`src/rtl/mips_cpu_muldiv_iter.sv`:
```
// -----------------------------------------------------------------------------
// mips_cpu_muldiv_iter
//   Iterative HI/LO multiply/divide unit for the MIPS core, plus the MFHI/MFLO
//   read responder. Multiply is shift-add and divide is restoring, one bit per
//   cycle over 32 CALC cycles. A final FIX cycle applies the MIPS sign rules
//   (quotient truncates toward zero, remainder takes the dividend's sign) and
//   writes HI/LO.
//
//   Optional build macro: MULDIV_EARLY_TERM_EN
//     defined   - multiply leaves CALC once the remaining multiplier bits are
//                 all zero (minimum 1 CALC cycle). Divide is unchanged.
//     undefined - every arithmetic op spends exactly 32 cycles in CALC.
//
// Ports
//   clk       in   clock, rising edge
//   reset     in   synchronous, active-high reset
//   start     in   issue strobe; op/a/b sampled when start=1 and busy=0
//   op[2:0]   in   000 DIVU, 001 MULTU, 010 DIV, 011 MULT, 100 MTHI,
//                  101 MTLO, 11x no-op
//   a[31:0]   in   rs operand (dividend / multiplicand / MTHI-MTLO data)
//   b[31:0]   in   rt operand (divisor / multiplier)
//   busy      out  high while an arithmetic op is in flight
//   rd_req    in   MFHI/MFLO request
//   rd_sel    in   0 = LO, 1 = HI
//   rd_data   out  selected HI/LO; forced to 0 while busy
//   rd_stall  out  rd_req & busy
// -----------------------------------------------------------------------------
module mips_cpu_muldiv_iter #(
    parameter int unsigned WIDTH = 32
) (
    input  logic             clk,
    input  logic             reset,
    input  logic             start,
    input  logic [2:0]       op,
    input  logic [WIDTH-1:0] a,
    input  logic [WIDTH-1:0] b,
    output logic             busy,
    input  logic             rd_req,
    input  logic             rd_sel,
    output logic [WIDTH-1:0] rd_data,
    output logic             rd_stall
);

    localparam logic [1:0] S_IDLE = 2'd0;
    localparam logic [1:0] S_CALC = 2'd1;
    localparam logic [1:0] S_FIX  = 2'd2;

    logic [1:0]  r_state;
    logic [31:0] r_hi;
    logic [31:0] r_lo;
    logic [4:0]  r_count;
    logic        r_is_mul;
    logic        r_sa;
    logic        r_sb;
    logic        r_b_zero;
    logic [31:0] r_a_raw;

    // multiply datapath
    logic [63:0] r_mcand;
    logic [31:0] r_mplier;
    logic [63:0] r_prod;

    // divide datapath: r_quo starts as the dividend magnitude and the
    // quotient bits shift in from the bottom as dividend bits shift out
    logic [31:0] r_rem;
    logic [31:0] r_quo;
    logic [31:0] r_dvsr;

    logic        w_a_neg;
    logic        w_b_neg;
    logic [31:0] w_a_mag;
    logic [31:0] w_b_mag;
    logic [32:0] w_shift;
    logic [32:0] w_trial;
    logic        w_qbit;
    logic [31:0] w_rem_next;
    logic [63:0] w_prod_next;
    logic        w_last;
    logic [63:0] w_prod_fix;
    logic [31:0] w_quo_fix;
    logic [31:0] w_rem_fix;

    // Sign flags only exist for the signed ops (op[1]=1). Negation wraps in
    // 32 bits, so 0x80000000 stays 0x80000000 and is read as magnitude 2^31.
    assign w_a_neg = op[1] & a[31];
    assign w_b_neg = op[1] & b[31];
    assign w_a_mag = w_a_neg ? -a : a;
    assign w_b_mag = w_b_neg ? -b : b;

    // Restoring step. The partial remainder stays below the divisor, so the
    // shifted value fits 33 bits and the trial's bit 32 is the borrow.
    assign w_shift    = {r_rem, r_quo[31]};
    assign w_trial    = w_shift - {1'b0, r_dvsr};
    assign w_qbit     = ~w_trial[32];
    assign w_rem_next = w_qbit ? w_trial[31:0] : w_shift[31:0];

    assign w_prod_next = r_mplier[0] ? (r_prod + r_mcand) : r_prod;

`ifdef MULDIV_EARLY_TERM_EN
    // Once the multiplier bits still to be consumed are zero, no further
    // add can change the product.
    assign w_last = (r_count == 5'd31) | (r_is_mul & ~|r_mplier[31:1]);
`else
    assign w_last = (r_count == 5'd31);
`endif

    assign w_prod_fix = (r_sa ^ r_sb) ? -r_prod : r_prod;
    assign w_quo_fix  = (r_sa ^ r_sb) ? -r_quo  : r_quo;
    assign w_rem_fix  = r_sa ? -r_rem : r_rem;

    always_ff @(posedge clk) begin
        if (reset) begin
            r_state  <= S_IDLE;
            r_hi     <= '0;
            r_lo     <= '0;
            r_count  <= '0;
            r_is_mul <= 1'b0;
            r_sa     <= 1'b0;
            r_sb     <= 1'b0;
            r_b_zero <= 1'b0;
            r_a_raw  <= '0;
            r_mcand  <= '0;
            r_mplier <= '0;
            r_prod   <= '0;
            r_rem    <= '0;
            r_quo    <= '0;
            r_dvsr   <= '0;
        end else begin
            case (r_state)
                S_IDLE: begin
                    if (start) begin
                        if (!op[2]) begin
                            r_is_mul <= op[0];
                            r_sa     <= w_a_neg;
                            r_sb     <= w_b_neg;
                            r_b_zero <= ~|b;
                            r_a_raw  <= a;
                            r_mcand  <= {32'd0, w_a_mag};
                            r_mplier <= w_b_mag;
                            r_prod   <= '0;
                            r_rem    <= '0;
                            r_quo    <= w_a_mag;
                            r_dvsr   <= w_b_mag;
                            r_count  <= '0;
                            r_state  <= S_CALC;
                        end else if (op == 3'b100) begin
                            r_hi <= a;
                        end else if (op == 3'b101) begin
                            r_lo <= a;
                        end
                    end
                end
                S_CALC: begin
                    if (r_is_mul) begin
                        r_prod   <= w_prod_next;
                        r_mcand  <= {r_mcand[62:0], 1'b0};
                        r_mplier <= {1'b0, r_mplier[31:1]};
                    end else begin
                        r_rem <= w_rem_next;
                        r_quo <= {r_quo[30:0], w_qbit};
                    end
                    r_count <= r_count + 5'd1;
                    if (w_last) begin
                        r_state <= S_FIX;
                    end
                end
                S_FIX: begin
                    if (r_is_mul) begin
                        r_hi <= w_prod_fix[63:32];
                        r_lo <= w_prod_fix[31:0];
                    end else if (r_b_zero) begin
                        // divide by zero: raw dividend, no sign fix
                        r_hi <= r_a_raw;
                        r_lo <= '1;
                    end else begin
                        r_hi <= w_rem_fix;
                        r_lo <= w_quo_fix;
                    end
                    r_state <= S_IDLE;
                end
                default: begin
                    r_state <= S_IDLE;
                end
            endcase
        end
    end

    assign busy     = (r_state != S_IDLE);
    assign rd_stall = rd_req & busy;
    assign rd_data  = busy ? '0 : (rd_sel ? r_hi : r_lo);

endmodule

```
`config.mk`:
```
export PLATFORM = sky130hd
export DESIGN_NAME = mips_cpu_muldiv_iter
export DESIGN_NICKNAME = d
export VERILOG_FILES = /design/src/rtl/mips_cpu_muldiv_iter.sv
export SDC_FILE = /design/constraint.sdc
export NUM_CORES = 1
export LEC_CHECK = 0
export ABC_CLOCK_PERIOD_IN_PS = 3400
export BUFFER_PORTS_ARGS = -buffer_cell sky130_fd_sc_hd__buf_2
export CAP_MARGIN = 30
export CORE_MARGIN = 1.5
export CORE_UTILIZATION = 50
export DETAILED_ROUTE_END_ITERATION = 10
export PLACE_DENSITY = 0.75
export SLEW_MARGIN = 5
export SYNTH_ARGS = -nofsm -noshare
export SYNTH_HDL_FRONTEND = slang
export SYNTH_SLANG_ARGS = --single-unit
```
`constraint.sdc`:
```
create_clock -name clk -period 3.4 [get_ports clk]
set_clock_uncertainty 0.1 [all_clocks]
set_input_delay 0.85 -clock clk [delete_from_list [all_inputs] [get_ports clk]]
set_output_delay 0.85 -clock clk [all_outputs]
set_load 0.01 [all_outputs]
```
==> key figures <==
Floorplan
  – Core area: 47900 µm²
  – Die Area: 50000 µm²
  – Die X-Extent: 224 µm
  – Initial Util: 0.508
  – Core Rows: 80
  – Die height: 224 µm
  – I/O Pins: 106

Place
  – Setup WS pre-CTS: -0.257 ns
  – PortBufs: 105
  – GP Congestion: 0.990
  – Placed insts: 3941
  – HPWL after DPL: 59.9 mm

Critical path
  – Crit path largest cell delay: 0.54 ns
  – Type of the worst setup path: flip-flop to flip-flop
  – Critical path data arrival time: 3.69 ns
  – WP data required: 3.76 ns
  – Worst setup EP type: flip-flop
  – Setup crit start kind: flip-flop
  – CP Cell Sequence: buf_4 > or4_4 > or4_4 > nor3_4 > and4_4 > buf_4 > nor2_1 > a21o_1 > xnor2_1 > a211oi_1 > a211oi_1 > nor3_1
  – CP max FO: 5
  – Slowest cell on the critical path: or4_4

Yosys
  – Cell Area, Synth: 24300 µm²
  – Mean Syn Cell Area: 7.55 µm²
  – Sequential-to-total area share from yosys stat: 0.298
  – Top_reg_cell synth: dfxtp_1
  – Net Count, Synth: 3402
  – Ys async rst share: 0
  – EDFF count, synth: 0
  – Top cell type's share of synthesized area: 0.298
  – Cells after Synth: 3226
  – Most numerous cell in the Yosys netlist: nor2_1
  – YS warnings: 0
  – Netlist cell types: 86
  – #FFs+latches synth: 363
  – Dominant cell type by area after synthesis: dfxtp_1
  – Top cells by count, synth: nor2_1 (485), dfxtp_1 (363), a21oi_1 (302)
  – Ranking of synthesized cells by area: dfxtp_1 (30%), nor2_1 (7.5%), a21oi_1 (6.2%)

Routing
  – Via/cell ratio: 6.25
  – DRC viols: 0
  – Vias: 25179
  – DRT Pass-1 Iters: 6
  – WL per Instance: 20.3 µm
  – Final ANT Viol Nets: 0
  – DRT iter0 DRCs: 3158
  – Final Routed Wirelength: 81.6 mm

Clock network
  – Clk sinks: 363
  – CTS H-Tree Depth: 2
  – Root buf cell: clkbuf_16
  – Clock buffer count from CTS: 43
  – Max Buffers Root-to-Sink: 3
  – CTS tree: done
  – Worst-path clk slew: 0.06 ns
  – Skew-Pair Late Insertion Delay: 0.60 ns

Global route
  – Largest net degree at the start of global routing: 138
  – First-pass GRT wire length: 127 mm
  – Initial antenna violation count: 1
  – Vias in the first global route: 22416
  – Gr ovfl total: 0
  – GRT Util Overall: 0.317

Finish
  – Final core occ: 0.590
  – Nets: 3557
  – Synth-to-layout area growth: 16.2%
  – Final non-filler cell total: 4030
  – Ant diodes: 0
  – Share of layout cells above drive strength 1: 0.144

STA
  – Slew margin rel.: 0.402
  – Setup TNS: 0 ns
  – Setup WS post-layout: 0.0613 ns
  – Share of the clock period used by the worst path: 0.982
  – Fmax: 0.300 GHz
  – Tmin final: 3.34 ns
  – Hold Fails Final Rpt: 0
  – Slew @ Worst Pin: 0.897 ns
  – Max-slew violation count: 0
  – Setup Viol. Count Final: 0
  – Hold WS: 0.348 ns

Power and ir drop
  – Peak VDD IR: 0.000764 V
  – LEAKAGE: 11.8 nW
  – Pwr/cell area: 673 nW/µm²

Outcome
  – Status: finished clean

Hold path
  – Hold Path Class: flip-flop to flip-flop

Run
  – Maximum capacitance violations: 0
## cells in the final DEF, fill, tap and decap left out, types with 53 or more instances in the layout
cell	netlist	routed
a211oi_1	81	80
a21o_1	71	71
a21oi_1	302	296
a22oi_1	65	65
buf_2	6	104
buf_4	2	219
dfxtp_1	363	360
ha_1	102	99
inv_1	79	79
mux2i_1	53	53
nand2_1	277	277
nor2_1	485	478
nor3_1	99	97
o21ai_0	198	187
xnor2_1	133	132
xor2_1	127	126
## power by group
part / total [W] / internal [W] / switching [W]
Clock: 0.00460 / 0.00264 / 0.00196
Sequential: 0.00492 / 0.00458 / 0.000339
Combinational: 0.00953 / 0.00438 / 0.00515
Total: 0.0190 / 0.0116 / 0.00745
## final timing paths
path / to / start / cells past startpoint / slack [ns]
max: r_hi[7] / r_prod[0] / 12 / 0.06
min: r_mplier[5] / r_mplier[5] / 2 / 0.35
max reg2reg: r_hi[7] / r_prod[0] / 12 / 0.06
min reg2reg: r_mplier[5] / r_mplier[5] / 2 / 0.35
## registers in the layout (all words and copies together), names as in the netlist, 32 cells and up
register	count
r_hi	32
r_lo	32
r_rem	32
r_prod	64
r_quo	32
r_mplier	32
r_a_raw	32
r_dvsr	32
r_mcand	64
## critical path: cells and delay by family, from the launching register on
family,cells,cell delay [ns]
xor gates and xnor gates,1,0.29
AOI/OAI and AO/OA,3,0.57
DFF,1,0.31
buffers and inverters,2,0.29
and+or+nand+nor,6,1.65
## cell families after synthesis
logic type	count (synthesis)	synth area share
flops	363	0.298
buf+inv	306	0.0485
simple gates	1100	0.205
mux	54	0.0222
fa+ha+maj	104	0.0541
xor+xnor	261	0.0942
compound gates	1038	0.277
## final cells by class
class,instances,area [µm²]
Clock buffer,64,1240
Clock inverter,15,143
Fill cell,4291,19600
Inverter,80,300
Multi-Input combinational cell,2557,16200
Sequential cell,363,7270
Tap cell,615,769
Timing Repair Buffer,336,2410
## metal layers
metal | track usage | wire, µm | up-vias
met2 | 0.475 | 34800 | 1236
met4 | 0.107 | 2910 | 0
met1 | 0.455 | 35700 | 11810
met3 | 0.0601 | 8270 | 191
li1 | - | - | 11942
met5 | 0 | 0 | -
## stage by stage
step,power [W],instance area (µm²)
2_1_floorplan,0.0108,24300
3_3_place_gp,0.0133,26700
3_5_place_dp,0.0134,26700
4_1_cts,0.0180,28100
5_1_grt,0.0201,28300
6_report,0.0190,28300
## repair_timing
item / 4_1_cts / 5_1_grt
resized for setup: 12 / 34
setup buffers: 0 / 9
hold buffers: 0 / 0
endpoints found under the setup margin: 20 / 49
cloned: 0 / 1
pin swaps: 5 / 10
No activity file was read; power rests on OpenSTA's default activity.
